### config.mk
export PLATFORM = sky130hd
export DESIGN_NAME = etapa_fetch
export DESIGN_NICKNAME = d
export VERILOG_FILES = /design/src/rtl/etapa_fetch.sv
export SDC_FILE = /design/constraint.sdc
export NUM_CORES = 1
export LEC_CHECK = 0
export CAP_MARGIN = 20
export CORE_UTILIZATION = 55
export DETAILED_ROUTE_END_ITERATION = 7
export DONT_BUFFER_PORTS = 1
export PLACE_DENSITY = 0.7
export SLEW_MARGIN = 5
export SYNTH_ARGS = -nofsm -noshare
export SYNTH_HDL_FRONTEND = slang
export SYNTH_SLANG_ARGS = --single-unit
### constraint.sdc
create_clock -name i_clock -period 7.1 [get_ports i_clock]
set_clock_uncertainty 0.15 [all_clocks]
set_input_delay 1.42 -clock i_clock [delete_from_list [all_inputs] [get_ports i_clock]]
set_output_delay 1.42 -clock i_clock [all_outputs]
set_load 0.02 [all_outputs]
### src/rtl/etapa_fetch.sv
// rtl/etapa_fetch.sv - MIPS instruction-fetch stage: PC, IF/ID register, HALT detection, cycle counter
module etapa_fetch #(
  parameter int               ANCHO       = 32,
  parameter logic [ANCHO-1:0] PC_RESET    = 32'h0000_0000,
  parameter logic [ANCHO-1:0] OPCODE_HALT = 32'hFFFF_FFFF,
  parameter logic [ANCHO-1:0] NOP         = 32'h0000_0000
) (
  input  logic             i_clock,
  input  logic             i_reset,
  input  logic             i_habilitar,
  input  logic [ANCHO-1:0] i_pc_siguiente,
  input  logic [ANCHO-1:0] i_instruccion,
  input  logic             i_stall,
  input  logic             i_flush,
  output logic [ANCHO-1:0] o_pc,
  output logic [ANCHO-1:0] o_pc_mas4,
  output logic [ANCHO-1:0] o_if_id_pc_mas4,
  output logic [ANCHO-1:0] o_if_id_instruccion,
  output logic             o_if_id_valido,
  output logic             o_halt,
  output logic [31:0]      o_ciclos
);

  typedef enum logic {EJECUTANDO = 1'b0, DETENIDO = 1'b1} estado_t;

  estado_t          estado;
  logic [ANCHO-1:0] pc;
  logic [ANCHO-1:0] if_id_pc_mas4;
  logic [ANCHO-1:0] if_id_instruccion;
  logic             if_id_valido;
  logic             halt;
  logic [31:0]      ciclos;
  logic [ANCHO-1:0] pc_mas4;

  // PC+4 feeds the next-PC mux combinationally; wraps naturally at 2^ANCHO
  assign pc_mas4 = pc + ANCHO'(4);

  // PC, IF/ID, state and counter update with flush > stall > HALT > fetch priority
  always_ff @(posedge i_clock or negedge i_reset) begin
    if (!i_reset) begin
      estado            <= EJECUTANDO;
      pc                <= PC_RESET;
      if_id_pc_mas4     <= '0;
      if_id_instruccion <= NOP;
      if_id_valido      <= 1'b0;
      halt              <= 1'b0;
      ciclos            <= '0;
    end else if (i_habilitar) begin
      // stalled and flushed cycles still count while running
      if (estado == EJECUTANDO) begin
        ciclos <= ciclos + 32'd1;
      end
      if (i_flush) begin
        // squash whatever was fetched; a squashed HALT never halts
        pc                <= i_pc_siguiente;
        if_id_pc_mas4     <= '0;
        if_id_instruccion <= NOP;
        if_id_valido      <= 1'b0;
        estado            <= EJECUTANDO;
        halt              <= 1'b0;
      end else if (i_stall) begin
        // load-use hazard: everything holds
      end else if (estado == EJECUTANDO) begin
        if_id_pc_mas4     <= pc_mas4;
        if_id_instruccion <= i_instruccion;
        if_id_valido      <= 1'b1;
        if (i_instruccion == OPCODE_HALT) begin
          // HALT goes down the pipeline, PC parks on it
          estado <= DETENIDO;
          halt   <= 1'b1;
        end else begin
          pc <= i_pc_siguiente;
        end
      end else begin
        // halted: drain the pipeline with bubbles
        if_id_pc_mas4     <= '0;
        if_id_instruccion <= NOP;
        if_id_valido      <= 1'b0;
      end
    end
  end

  assign o_pc                = pc;
  assign o_pc_mas4           = pc_mas4;
  assign o_if_id_pc_mas4     = if_id_pc_mas4;
  assign o_if_id_instruccion = if_id_instruccion;
  assign o_if_id_valido      = if_id_valido;
  assign o_halt              = halt;
  assign o_ciclos            = ciclos;

endmodule

; After elaboration in Yosys (flattened, before gate mapping)
; Cells that the tools add are included.
[word_totals]
regBits = 131
latch_bits = 0
ram_bits = 0
rom_bits = 0
inputBits = 69
elab_cells = 40
memories = 0
[classes]
addsub = 2
multipliers = 0
div = 0
magnitude_cmp = 0
n_eq_ne = 4
n_shift = 0
muxes = 21
n_bitwise = 1
n_reduce_logical = 5
[op_table]
columns = cell, n
row1 = $mux 32, 10
row2 = $add 32x1->32 const B, 1
row3 = $add 32x3->32 const B, 1
row4 = $eq 32x32->1 const B, 1
row5 = $mux 1, 11
row6 = $reduce_and 4->1, 2
row7 = $ne 2x2->1 const B, 2
row8 = $reduce_and 2->1, 2
row9 = $ne 2x1->1 const B, 1
row10 = $reduce_bool 2->1, 1
row11 = $not 1->1, 1

; Longest topological paths before layout
; Gate-level depths: netlist of the first run.
[depth]
depth_word = 5
depth_mapped = 7
mapped_depth_nobuf = 5

; Least setup slack after synthesis of the first run
; No wires, ideal clock.
[synth_path]
path_type = flip-flop to output port
startpoint = register pc[2] (netlist: o_pc[2])
endpoint = output o_pc_mas4[24]
t_arrival_ps = 2179
setup_slack_ps = 3351
path_stages_with_launch = 8
n_path_buf = 2
cell_sequence = dfrtp_1 -> ha_1 -> clkbuf_1 -> nand4_1 -> or2_2 -> clkbuf_8 -> nor3_1 -> xor2_1
[synth_via]
elab_chain_len = 1
[synth_rtl]
columns = item, line_no
row1 = from (decl), 27  ; logic [ANCHO-1:0] pc;
row2 = from (signal assigned), 55  ; pc <= i_pc_siguiente;
row3 = from (signal assigned), 72  ; pc <= i_pc_siguiente;
row4 = $add 32x3->32, 36  ; assign pc_mas4 = pc + ANCHO'(4);
row5 = to (decl), 16  ; output logic [ANCHO-1:0] o_pc_mas4,
; Every way passes these cells.

; Worst setup path in the final report of the first run
; Ends and elaborated chain as after synthesis.

==> results of run 1 <==
cell usage in the layout, fill, tap and decap left out, drive strengths merged, types with 3 or more instances in the layout:
cell type | synthesis | routed
xor2 | 21 | 21
and4 | 8 | 8
a31oi | 5 | 5
xnor2 | 38 | 38
clkbuf | 49 | 21
nor3 | 11 | 11
nand4 | 37 | 37
dfrtp | 131 | 131
nand3 | 47 | 47
and3 | 19 | 19
nand2b | 3 | 3
or4 | 5 | 5
inv | 3 | 4
nor4 | 8 | 8
clkinv | 0 | 4
a2bb2oi | 32 | 32
o211ai | 35 | 35
nor2 | 19 | 19
buf | 9 | 7
bufinv | 0 | 6
o311a | 4 | 4
nand2 | 68 | 68
and2 | 7 | 7
a22o | 48 | 48
a221o | 10 | 10
or3 | 36 | 36
nand4b | 4 | 4
area by class of cell:
cell class	instances	area [um2]	area share [%]
Timing Repair Buffer	7	70.07	0.9282
Sequential cell	131	3278	43.43
Clock inverter	11	220.2	2.917
Tap cell	168	210.2	2.785
Clock buffer	21	480.5	6.365
Multi-Input combinational cell	480	3278	43.43
Inverter	3	11.26	0.1492
worst max-delay path by stage:
| stage | start | endpoint | slack (ns) |
|---|---|---|---|
| 2_1_floorplan | o_pc[2] | o_pc_mas4[24] | 3.35 |
| 5_1_grt | o_pc[2] | o_pc_mas4[24] | 2.35 |
| 4_1_cts | o_pc[2] | o_pc_mas4[24] | 2.54 |
| 3_3_place_gp | o_pc[21] | o_pc_mas4[26] | 3.06 |
| 6_report | o_pc[2] | o_pc_mas4[24] | 2.50 |
| 3_5_place_dp | o_pc[22] | o_pc_mas4[26] | 3.06 |
flip-flops by register name, indices dropped and copies added (netlist names):
name	flops
estado	1
o_if_id_instruccion	32
o_pc	32
o_if_id_valido	1
o_if_id_pc_mas4	32
o_halt	1
o_ciclos	32
cells by family (layout without fill, tap and decap cells):
logic type | after synthesis | in the layout | share of synthesized area, %
flip-flops | 131 | 131 | 47.93
buffers and inverters | 61 | 42 | 4.409
XOR/XNOR | 59 | 59 | 7.556
AND/OR/NAND/NOR | 278 | 278 | 22.43
AO/OA/AOI/OAI | 141 | 141 | 17.31
adder cells (fa/ha/maj) | 2 | 2 | 0.3658
layer usage:
metal / GRT usage [%] / vias up / wire [um]
met5: 0 / - / 0
met4: 12.63 / 0 / 416
met3: 11.85 / 38 / 1740
met2: 48.70 / 281 / 9414
met1: 36.26 / 2825 / 7721
li1: - / 2478 / -
critical path, stage by stage, from the launching register on:
cell	delay [ns]
dfrtp_1	0.66
ha_1	0.42
nand4_1	0.21
or2_2	0.46
nor3_1	0.43
xor2_1	0.43
power by group through the flow:
stage / logic, mW / registers [mW] / clock network [mW]
final: 0.281 / 1.07 / 1.03
after global routing: 0.307 / 1.08 / 1.07
after CTS: 0.279 / 1.06 / 1.04
after detailed placement: 0.277 / 1.08 / 0
after global placement: 0.268 / 1.07 / 0
after floorplan: 0.254 / 1.02 / 0
metrics by stage:
step | instances | utilization [%] | cell area (um2)
final | 821 | 62.58 | 7548
after CTS | 819 | 62.31 | 7516
after global placement | 787 | 56.50 | 6815
after global routing | 821 | 62.58 | 7548
after detailed placement | 787 | 56.50 | 6815
after floorplan | 672 | - | 6839
==> metrics.csv, run 1 <==
stage,metric,value,unit
outcome,status,completed,
yosys,Mean Syn Cell Area,10.18,um2
timing,Final min period,4.598,ns
route,Routed Wire Length,19290,um
yosys,Post-synth EDFFs,0,
clock_network,CTS tree,yes,
floorplanning,I/O pins,231,
power,power per cell area,314.5,nW/um2
yosys,Commonest cells post-synth,"131 x dfrtp_1, 68 x nand2_1, 48 x a22o_1, 46 x clkbuf_1, 46 x nand3_1",
floorplanning,Die W,113.5,um
yosys,leading area contributor after synthesis,dfrtp_1,
critical_path,r2r setup slk,4.43,ns
hold_path,hold crit path type,reg2reg,
yosys,share of the yosys chip area belonging to registers,47.93,%
yosys,top-count cell post-synth,dfrtp_1,
global_routing,total track usage,30.27,%
yosys,Syn Inst Count,672,
global_routing,largest net degree at the start of global routing,132,
power,Leakage Power,3.297,nW
yosys,Yosys top cell area share,47.93,%
yosys,ys flop type,dfrtp_1,
clock_network,worst skew pair latency,0.42,ns
critical_path,Arrival @ worst endpoint,3.03,ns
global_routing,number of global-route vias before repair,5587,
global_routing,first-pass GRT wire length,29850,um
power,Gate power share,11.8,%
critical_path,Critical Path Fanout Max,11,
timing,Setup WS post-layout,2.502,ns
power,power share of the sequential group,44.9,%
floorplanning,Chip Height,113.5,um
route,Avg WL per Cell,23.50,um
yosys,Synth Net Count,743,
yosys,Yosys warnings,0,
critical_path,R2R cell count,5,
yosys,Seq cells post-synth,131,
route,vias per cell,6.848,
clock_network,CTS Buf Count,17,
global_routing,initial antenna violation count,0,
yosys,"Cell Area, Synth",6839,um2
power,Net Switching,736.9,uW
clock_network,clock tree buffer depth,2,
clock_network,Clock Sink Count,131,
yosys,async set-reset flop share out of synthesis,100.0,%
power,Clk pwr share,43.3,%
route,drt first pass iters,5,
clock_network,clk root buf,clkbuf_16,
timing,fin. max-slew vios,0,
timing,Final Cycle Share,64.76,%
timing,Hold Fails Final Rpt,0,
power,Switching Fraction,31.04,%
finish,fin nets,711,
timing,Setup-failing EPs final,0,
place,port buffer count,0,
timing,Worst-Margin Slew,1.055,ns
critical_path,Crit Reg-Reg Startpoint,o_pc[2],
critical_path,Crit Path Category,reg2out,
critical_path,required time at the worst-slack endpoint,5.53,ns
timing,Slew headroom,29.64,%
floorplanning,core area,12060,um2
clock_network,# hold bufs at CTS,0,
clock_network,clock transition at the registers of the reported paths,0.06,ns
timing,setup tns final,0,ns
finish,P&R area growth vs syn,10.37,%
finish,Inserted Diodes,0,
timing,WHS,0.4774,ns
hold_path,cell depth of the worst min-delay path,1,
critical_path,Critical Path End Type,primary output,
critical_path,startpoint class of the critical path,flop,
finish,FILL cells,971,
finish,share of cells above drive strength 1,8.116,%
route,Antenna Nets Post-Route,0,
hold_path,Hold Startpoint,o_ciclos[11],
clock_network,H-tree depth,4,
floorplanning,starting density of the core,56.70,%
route,Remaining DRCs,0,
power,Peak VDD IR,0.0001961,V
floorplanning,row count,40,
route,Via Count,5622,
clock_network,post-CTS setup buffers,0,
place,pre-CTS setup slack,3.061,ns
timing,FMAX,217.5,MHz
floorplanning,Die Area,12880,um2
place,post-DP HPWL,12930,um
hold_path,Hold EP,o_ciclos[11],
place,GPL Wtd Cong,0.8512,
yosys,leading post-synthesis cells by cell area,"dfrtp_1 48%, a22o_1 6.1%, xnor2_1 4.9%",
critical_path,worst flop-to-flop path endpoint,o_if_id_pc_mas4[24],
power,Final Power,2.374,mW
clock_network,Post-CTS Resized,0,
power,Internal,1.637,mW
route,initial drt markers,404,
timing,RSZ-0062 raised after global routing,false,
yosys,"Distinct cells, synth",47,
global_routing,grt total ovfl,0,
job,Max-Cap Viols,0,
Note: power is estimated with default switching activity, not from simulation.
==> inputs of run 2 (changes only) <==
- clock period: 7.1 -> 4.81 ns (I/O delays scaled with it)
==> run 2 against run 1 <==
Effect of this change:
- first-iteration DRC count increased by 2.5%
- core utilization decreased by 1.1 points
- critical path type unchanged
- sequential share of layout area increased by 0.75 points
- register-to-register slack got worse by 2.3 ns
- largest power group unchanged
==> metrics.csv, run 2 (synthesis gave the netlist of run 1 again) <==
stage,metric,value,unit
timing,RSZ-0062 raised after global routing,false,
route,Avg WL per Cell,22.83,um
global_routing,number of global-route vias before repair,5472,
timing,WHS,0.08677,ns
critical_path,startpoint class of the critical path,flop,
finish,P&R area growth vs syn,8.507,%
place,port buffer count,0,
place,post-DP HPWL,12720,um
timing,Slew headroom,27.07,%
critical_path,Crit Path Category,reg2out,
critical_path,Critical Path End Type,primary output,
global_routing,largest net degree at the start of global routing,132,
floorplanning,I/O pins,231,
critical_path,Max stage delay on crit path,0.69,ns
route,initial drt markers,414,
clock_network,Post-CTS Resized,0,
route,Antenna Nets Post-Route,0,
critical_path,CP startpoint,o_pc[2],
power,Peak VDD IR,0.0002620,V
outcome,status,completed,
job,Max-Cap Viols,0,
critical_path,Critical Path Fanout Max,11,
global_routing,grt total ovfl,0,
floorplanning,row count,40,
power,Leakage Power,3.230,nW
place,Post-Place Cell Area,6815,um2
finish,FILL cells,988,
route,vias per cell,6.826,
hold_path,hold crit path type,in2async,
critical_path,Arrival @ worst endpoint,3.01,ns
timing,setup tns final,0,ns
critical_path,"Critical Path, Cell by Cell",ha_1 > nand4_1 > or2_2 > nor3_1 > xor2_1,
timing,Hold Fails Final Rpt,0,
clock_network,CTS tree,yes,
global_routing,first-pass GRT wire length,29090,um
global_routing,initial antenna violation count,0,
critical_path,"Slowest-stage cell, CP",dfrtp_1,
clock_network,post-CTS setup buffers,0,
floorplanning,Die W,113.5,um
clock_network,worst skew pair latency,0.42,ns
critical_path,required time at the worst-slack endpoint,3.70,ns
finish,fin area,7421,um2
clock_network,clock transition at the registers of the reported paths,0.06,ns
route,Via Count,5604,
timing,Setup-failing EPs final,0,
timing,FMAX,242.7,MHz
global_routing,total track usage,29.31,%
clock_network,# hold bufs at CTS,0,
route,drt first pass iters,6,
timing,Worst-Margin Slew,1.090,ns
place,placed insts,787,
floorplanning,Die Area,12880,um2
finish,"commonest non-fill, non-tap cell in the layout",dfrtp_1,
critical_path,Crit Reg-Reg Startpoint,o_pc[2],
finish,Non-Filler Instances,821,
clock_network,CTS Buf Count,17,
finish,Inserted Diodes,0,
timing,Final Cycle Share,85.65,%
critical_path,r2r setup slk,2.14,ns
finish,share of cells above drive strength 1,8.116,%
place,GPL Wtd Cong,0.8765,
floorplanning,Chip Height,113.5,um
finish,most frequent cells in the layout,"131 x dfrtp_1, 67 x nand2_1, 48 x a22o_1",
route,Routed Wire Length,18740,um
finish,fin nets,711,
floorplanning,starting density of the core,56.70,%
timing,Final min period,4.120,ns
clock_network,H-tree depth,4,
power,power per cell area,440.1,nW/um2
clock_network,Clock Sink Count,131,
route,Remaining DRCs,0,
clock_network,clock tree buffer depth,2,
clock_network,clk root buf,clkbuf_16,
timing,fin. max-slew vios,0,
floorplanning,core area,12060,um2
-- run 2: per-stage QoR --
step	total power, mW	setup slack [ns]	util (%)
after global routing	3.388	0.5446	61.52
after CTS	3.281	0.7098	61.44
final	3.266	0.6905	61.52
after global placement	1.975	1.199	56.50
after detailed placement	1.993	1.161	56.50
after floorplan	1.881	1.519	-
-- run 2: area by class of cell --
cell class | instances | area, um2 | area share [%]
clock buffers | 20 | 466.7 | 6.289
clock inverters | 12 | 128.9 | 1.737
inverters | 3 | 11.26 | 0.1517
multi-input cells | 480 | 3278 | 44.17
flip-flops and latches | 131 | 3278 | 44.17
well taps | 168 | 210.2 | 2.833
repair buffers | 7 | 47.55 | 0.6407
-- run 2: final timing paths --
check                                           end  cells past startpoint
worst max register to register  o_if_id_pc_mas4[24]                      5
worst max-delay path                  o_pc_mas4[24]                      5
min in group i_clock                   o_ciclos[31]                      1
worst min register to register         o_ciclos[31]                      1
max in group asynchronous        o_if_id_pc_mas4[8]                      0
worst min-delay path            o_if_id_pc_mas4[30]                      0
-- run 2: report_power, final --
part / internal [mW] / leakage (nW) / total [mW] / switching (mW)
Combinational: 0.166 / 1.21 / 0.406 / 0.240
Sequential: 1.22 / 1.73 / 1.57 / 0.357
Clock: 0.802 / 0.288 / 1.29 / 0.483
-- run 2: layer usage --
layer / part of all wire, % / vias up / GRT usage (%) / routed length, um
met4: 2.5 / 0 / 12.11 / 475
met3: 8.8 / 47 / 9.617 / 1645
li1: - / 2489 / - / -
met5: 0 / - / 0 / 0
met1: 41 / 2787 / 35.76 / 7732
met2: 47 / 281 / 47.85 / 8890
-- run 2: worst max-delay path, delay by kind of cell, from the launching register on --
family | cells | cell delay [ns]
flops | 1 | 0.69
fa+ha+maj | 1 | 0.40
xor+xnor | 1 | 0.44
simple gates | 3 | 1.07
